===== src/rtl/i_value.sv =====
// Operand width normaliser: trims a 64-bit value to 8/16/32/64 bits,
// zero- or sign-extends it, and registers the result with a lossy flag.
module i_value #(
    parameter int XLEN = 64
) (
    input  logic            clk,
    input  logic            rst,
    input  logic            in_valid,
    input  logic [XLEN-1:0] value,
    input  logic [1:0]      size,
    input  logic            sign_extend,
    output logic [XLEN-1:0] result,
    output logic            out_valid,
    output logic            lossy
);

    typedef enum logic [1:0] {
        BITS_8  = 2'b00,
        BITS_16 = 2'b01,
        BITS_32 = 2'b10,
        BITS_64 = 2'b11
    } size_e;

    logic [XLEN-1:0] result_d, result_q;
    logic            lossy_d, lossy_q;
    logic            valid_q;
    size_e           size_s;

    assign size_s = size_e'(size);

    always_comb begin
        result_d = value;
        unique case (size_s)
            BITS_8: begin
                result_d = {{(XLEN-8){sign_extend & value[7]}},
                            value[7:0]};
            end
            BITS_16: begin
                result_d = {{(XLEN-16){sign_extend & value[15]}},
                            value[15:0]};
            end
            BITS_32: begin
                result_d = {{(XLEN-32){sign_extend & value[31]}},
                            value[31:0]};
            end
            BITS_64: begin
                result_d = value;
            end
        endcase
        lossy_d = (result_d != value);
    end

    // Data and flag only update on accepted operands; valid tracks every edge.
    always_ff @(posedge clk or posedge rst) begin
        if (rst) begin
            result_q <= '0;
            lossy_q  <= 1'b0;
            valid_q  <= 1'b0;
        end else begin
            valid_q <= in_valid;
            if (in_valid) begin
                result_q <= result_d;
                lossy_q  <= lossy_d;
            end
        end
    end

    assign result    = result_q;
    assign lossy     = lossy_q;
    assign out_valid = valid_q;

endmodule


===== config.mk =====
export PLATFORM = sky130hd
export DESIGN_NAME = i_value
export DESIGN_NICKNAME = d
export VERILOG_FILES = /design/src/rtl/i_value.sv
export SDC_FILE = /design/constraint.sdc
export NUM_CORES = 1
export LEC_CHECK = 0
export CORE_MARGIN = 2
export CORE_UTILIZATION = 40
export CTS_BUF_LIST = sky130_fd_sc_hd__clkbuf_8
export DETAILED_ROUTE_END_ITERATION = 12
export DONT_BUFFER_PORTS = 1
export PLACE_DENSITY = 0.63
export SYNTH_ARGS = -nofsm -noshare
export SYNTH_HDL_FRONTEND = slang
export SYNTH_SLANG_ARGS = --single-unit

===== constraint.sdc =====
create_clock -name clk -period 3.5 [get_ports clk]
set_input_delay 0.7 -clock clk [delete_from_list [all_inputs] [get_ports clk]]
set_output_delay 0.7 -clock clk [all_outputs]
set_load 0.02 [all_outputs]

### Word level (Yosys, flattened, before mapping)

Index checks and enable logic that the tools add are counted.

| operators by class | value |
|---|---|
| muxes and demuxes | 1 |
| reductions and logical operators | 1 |
| equal/unequal tests | 4 |
| bitwise operators | 3 |

Operators with widths:

| kind | count |
|---|---|
| $pmux W64 S4 | 1 |
| $ne A64 B64 Y1 | 1 |
| $eq A2 B2 Y1 const B | 2 |
| $and A1 B1 Y1 | 3 |
| $eq A2 B1 Y1 const B | 1 |
| $logic_not A2 Y1 | 1 |

| word-level totals | value |
|---|---|
| output and inout port bits | 66 |
| logic and storage cells | 12 |
| bits of input ports | 70 |
| register bits after elaboration | 66 |

### Depth between registers and ports, before layout

| depth | value |
|---|---|
| depth after elaboration | 3 |
| gate-level depth with buffers | 7 |
| gate-level depth less buffers | 6 |

### Least setup slack after synthesis

No wires, ideal clock.

| path | value |
|---|---|
| kind | input-to-reg |
| start | input size[1] |
| end | register lossy_q (netlist: lossy) |
| required time | 3.374 ns |
| data arrival time | 2.025 ns |
| library setup time | 0.126 ns |
| stages on the path | 7 |
| path slack | 1.349 ns |
| path buffers | 1 |
| path through | buf_6 > mux2_4 > a22oi_1 > nor2_1 > nor4_1 > o211ai_1 > o32a_1 |

| between the ends | value |
|---|---|
| cells in the longest elaborated chain, start to end | 3 |
| elaborated cells between the ends (all ways) | 6 |
| those cells by class | 4 x eq/ne; 1 x mux; 1 x reduce/logical |

Ends and longest elaborated chain:

| item | RTL line | RTL |
|---|---|---|
| from (decl) | 10 | `input logic [1:0] size,` |
| $eq A2 B2 Y1 (tied with other cells) | 33 | `unique case (size_s)` |
| $pmux W64 S4 (*) | 33 |  |
| $ne A64 B64 Y1 (*) | 50 | `lossy_d = (result_d != value);` |
| to (signal assigned) | 63 | `lossy_q <= lossy_d;` |
| to (decl) | 25 | `logic lossy_d, lossy_q;` |

Mark *: on every way between the ends. The rest lies on a longest branch, timed or not. The select of a mux whose other input is x is not followed.
A chain may end at the register's enable or synchronous reset.

### Worst setup path in the final report

| path | value |
|---|---|
| start | input value[58] |
| end | register lossy_q (netlist: lossy) |

| between the ends | value |
|---|---|
| cells in the longest elaborated chain, start to end | 2 |

Ends and longest elaborated chain:

| item | RTL line | RTL |
|---|---|---|
| from (decl) | 9 | `input logic [XLEN-1:0] value,` |
| $pmux W64 S4 | 33 |  |
| $ne A64 B64 Y1 (*) | 50 |  |

Marked as above.

==> summary.md <==
| Metric | Value |
|---|---|
| Synthesized cell area | `3299 sq um` |
| Post-synth top area share | `between 50% and 60%` |
| Largest net degree at the start of global routing | `83` |
| Arrival time of the worst setup path | `2.28 ns` |
| Port bufs | `0` |
| Reg clk slew, reported paths | `0.08 ns` |
| CTS Buffer Depth | `2` |
| Num CTS Buffers | `9` |
| EDFF count, synth | `0` |
| 1st-pass router iterations | `4` |
| Post-synthesis net count | `434` |
| Later-pin clock latency in the skew report | `around 0.33 ns` |
| Yosys cell types | `45` |
| Core ar. | `~8100 sq um` |
| Async SR Flop Fraction | `100.0%` |
| DRC viols | `0` |
| Ant. Diodes | `0` |
| Slew margin rel. | `35.82%` |
| Share of cells above drive strength 1 | `10.11%` |
| Slew @ Worst Pin | `between 0.9 and 1 ns` |
| Layout Area Growth over Synthesis | `6.712%` |
| Max Clk Rate | `0.4847 GHz` |
| Grt ovf | `0` |
| Slowest-stage cell, CP | `or4_1` |
| Period utilization | `58.94%` |
| Antenna Nets Post-Route | `0` |
| RSZ-0062 raised after global routing | `no` |
| Final cell count without fillers | `461` |
| CTS resizes | `0` |
| Total GRT Usage | `20.48%` |
| # IOs | `around 140` |
| Type of origin of the critical path | `input port` |
| Cell leakage power | `1.474 nW` |
| Hold_ws | `about 0.37 ns` |
| Post-CTS Hold Fix Bufs | `0` |
| CP max FO | `3` |
| Placed insts | `~450` |
| Avg Cell Area, Syn | `9.064 sq um` |
| Final setup viols | `0` |
| Initial antenna violation count | `0` |
| Postcts setup bufs | `0` |
| Final Max Tran Viols | `0` |
| DRT iter0 DRCs | `161` |
| DR WL/cell | `19.39 um` |
| WP buf/inv | `0` |
| CTS tree | `done` |
| Worst hold path class | `in -> async` |
| Vias | `about 2700` |
| Vias in the first global route | `2663` |
| Sequential area share after synthesis | `50.06%` |
| Cell Rows | `33` |
| CP max stage delay | `0.49 ns` |
| Metal3 WL | `1014 um` |
| Hold Vio Cnt, Final | `0` |
| Clock skew | `0 ns` |
| WL final | `8938 um` |
| # Max-Cap Violations | `0` |
| Endpoint type of the worst setup path | `register` |
| Nets | `421` |
| Number of synthesis warnings | `0` |
| Worst Path Required | `3.72 ns` |
| Gp weighted congestion | `0.8078` |
| Metal2 WL | `4487 um` |
| Die Y | `94.82 um` |
| Setup TNS | `0 ns` |
| Met1 wire length | `3326 um` |
| Global-route wire length before repair | `14030 um` |
| Number of synthesized register bits | `66` |
| Synth Flop Type | `dfrtp_1` |
| Final min period | `2.063 ns` |
| Clock root buffer | `clkbuf_8` |
| Ranking of synthesized cells by area | `dfrtp_1, a21oi_1, o22ai_1` |
| Count leader, synth | `a21oi_1` |
| Max layer used | `met4` |
| Power Dens Cells | `524.5 nW/um^2` |
| Family with the most delay on the worst path | `simple AND/OR/NAND/NOR gates` |
| Final HPWL DP | `6506 um` |
| Die W | `94.82 um` |
| Kind of critical path | `in -> reg` |
| Die area | `between 8000 and 9000 sq um` |
| Vias per cell | `5.850` |
| CP Cell Sequence | `nor4_1 -> nand4_1 -> or4_1 -> mux2i_1 -> o211ai_1 -> o32a_1` |
| Syn Inst Count | `364` |
| Status | `complete, no violations` |
| H-tree depth | `3` |
| Post-synth top cells | `a21oi_1, dfrtp_1, inv_1, o22ai_1, nor2_1` |
| Max VDD drop | `around 0.21 mV` |
| Sink Count | `66` |
| Cell taking the most area after synthesis | `dfrtp_1` |
| Starting Density | `40.77%` |
[placed cells by master (no fill, tap or decap), types with 2 or more instances in the layout]
cell type    n
a21oi_1     69
a31oi_1      4
and2_1       2
and4_1       2
buf_4        4
clkbuf_8     9
clkinv_2     2
clkinvlp_4   2
dfrtp_1     66
inv_1       47
inv_2        2
mux2_2       8
mux2i_1      4
nand2_1     11
nand3_1      3
nand4_1     11
nor2_1      21
nor2_2       2
nor3_1       3
nor4_1      12
o211ai_1     3
o21ai_0      4
o22ai_1     42
o31ai_1      2
or2_1        2
[layout make-up]
class,count,area (sq um)
repair buffers,4,30.03
well taps,105,131.4
multi-input cells,223,1345
clock inverters,7,62.56
fillers,813,4572
flip-flops and latches,66,1652
clock buffers,9,123.9
inverters,47,176.4
[stage by stage]
| stage | setup WS [ns] | util, % | area, sq um | total power, mW |
|---|---|---|---|---|
| 6_report | 1.437 | 43.51 | 3521 | 1.847 |
| 3_3_place_gp | 1.101 | 41.20 | 3334 | 1.240 |
| 3_5_place_dp | 1.073 | 41.20 | 3334 | 1.249 |
| 2_1_floorplan | 1.145 | - | 3299 | 1.210 |
| 4_1_cts | 1.445 | 43.51 | 3521 | 1.877 |
| 5_1_grt | 1.316 | 43.51 | 3521 | 1.954 |
[power breakdown]
part | internal, mW | switching [mW]
combinational | 0.0901 | 0.118
sequential | 0.847 | 0.174
clock | 0.321 | 0.296
[per-layer routing]
| layer | up-vias | GRT usage [%] |
|---|---|---|
| met4 | 0 | 7.367 |
| met5 | - | 0 |
| met3 | 8 | 9.338 |
| met2 | 109 | 31.74 |
| li1 | 1280 | - |
| met1 | 1300 | 25.15 |
[worst paths after layout]
check	startpoint	to	slack [ns]	cells after the start
max	value[58]	lossy	1.44	6
min	rst	result[36]	0.37	1
max reg2reg	result[3]	result[3]	2.61	1
min reg2reg	result[36]	result[36]	0.64	2
max in group asynchronous	rst	result[10]	2.24	2
min in group clk	in_valid	out_valid	0.38	0
[cells by family (layout without fill, tap and decap cells)]
kind of cell,Yosys count,count (layout),synth area share (%)
AOI/OAI and AO/OA,132,132,23.21
DFF,66,66,50.06
buffers and inverters,75,67,9.291
muxes,14,14,4.740
and+or+nand+nor,77,77,12.70
[sequential cells by signal, indices dropped and copies added (netlist names)]
register,count
result,64
lossy,1
out_valid,1
(Power assumes the default switching activity.)
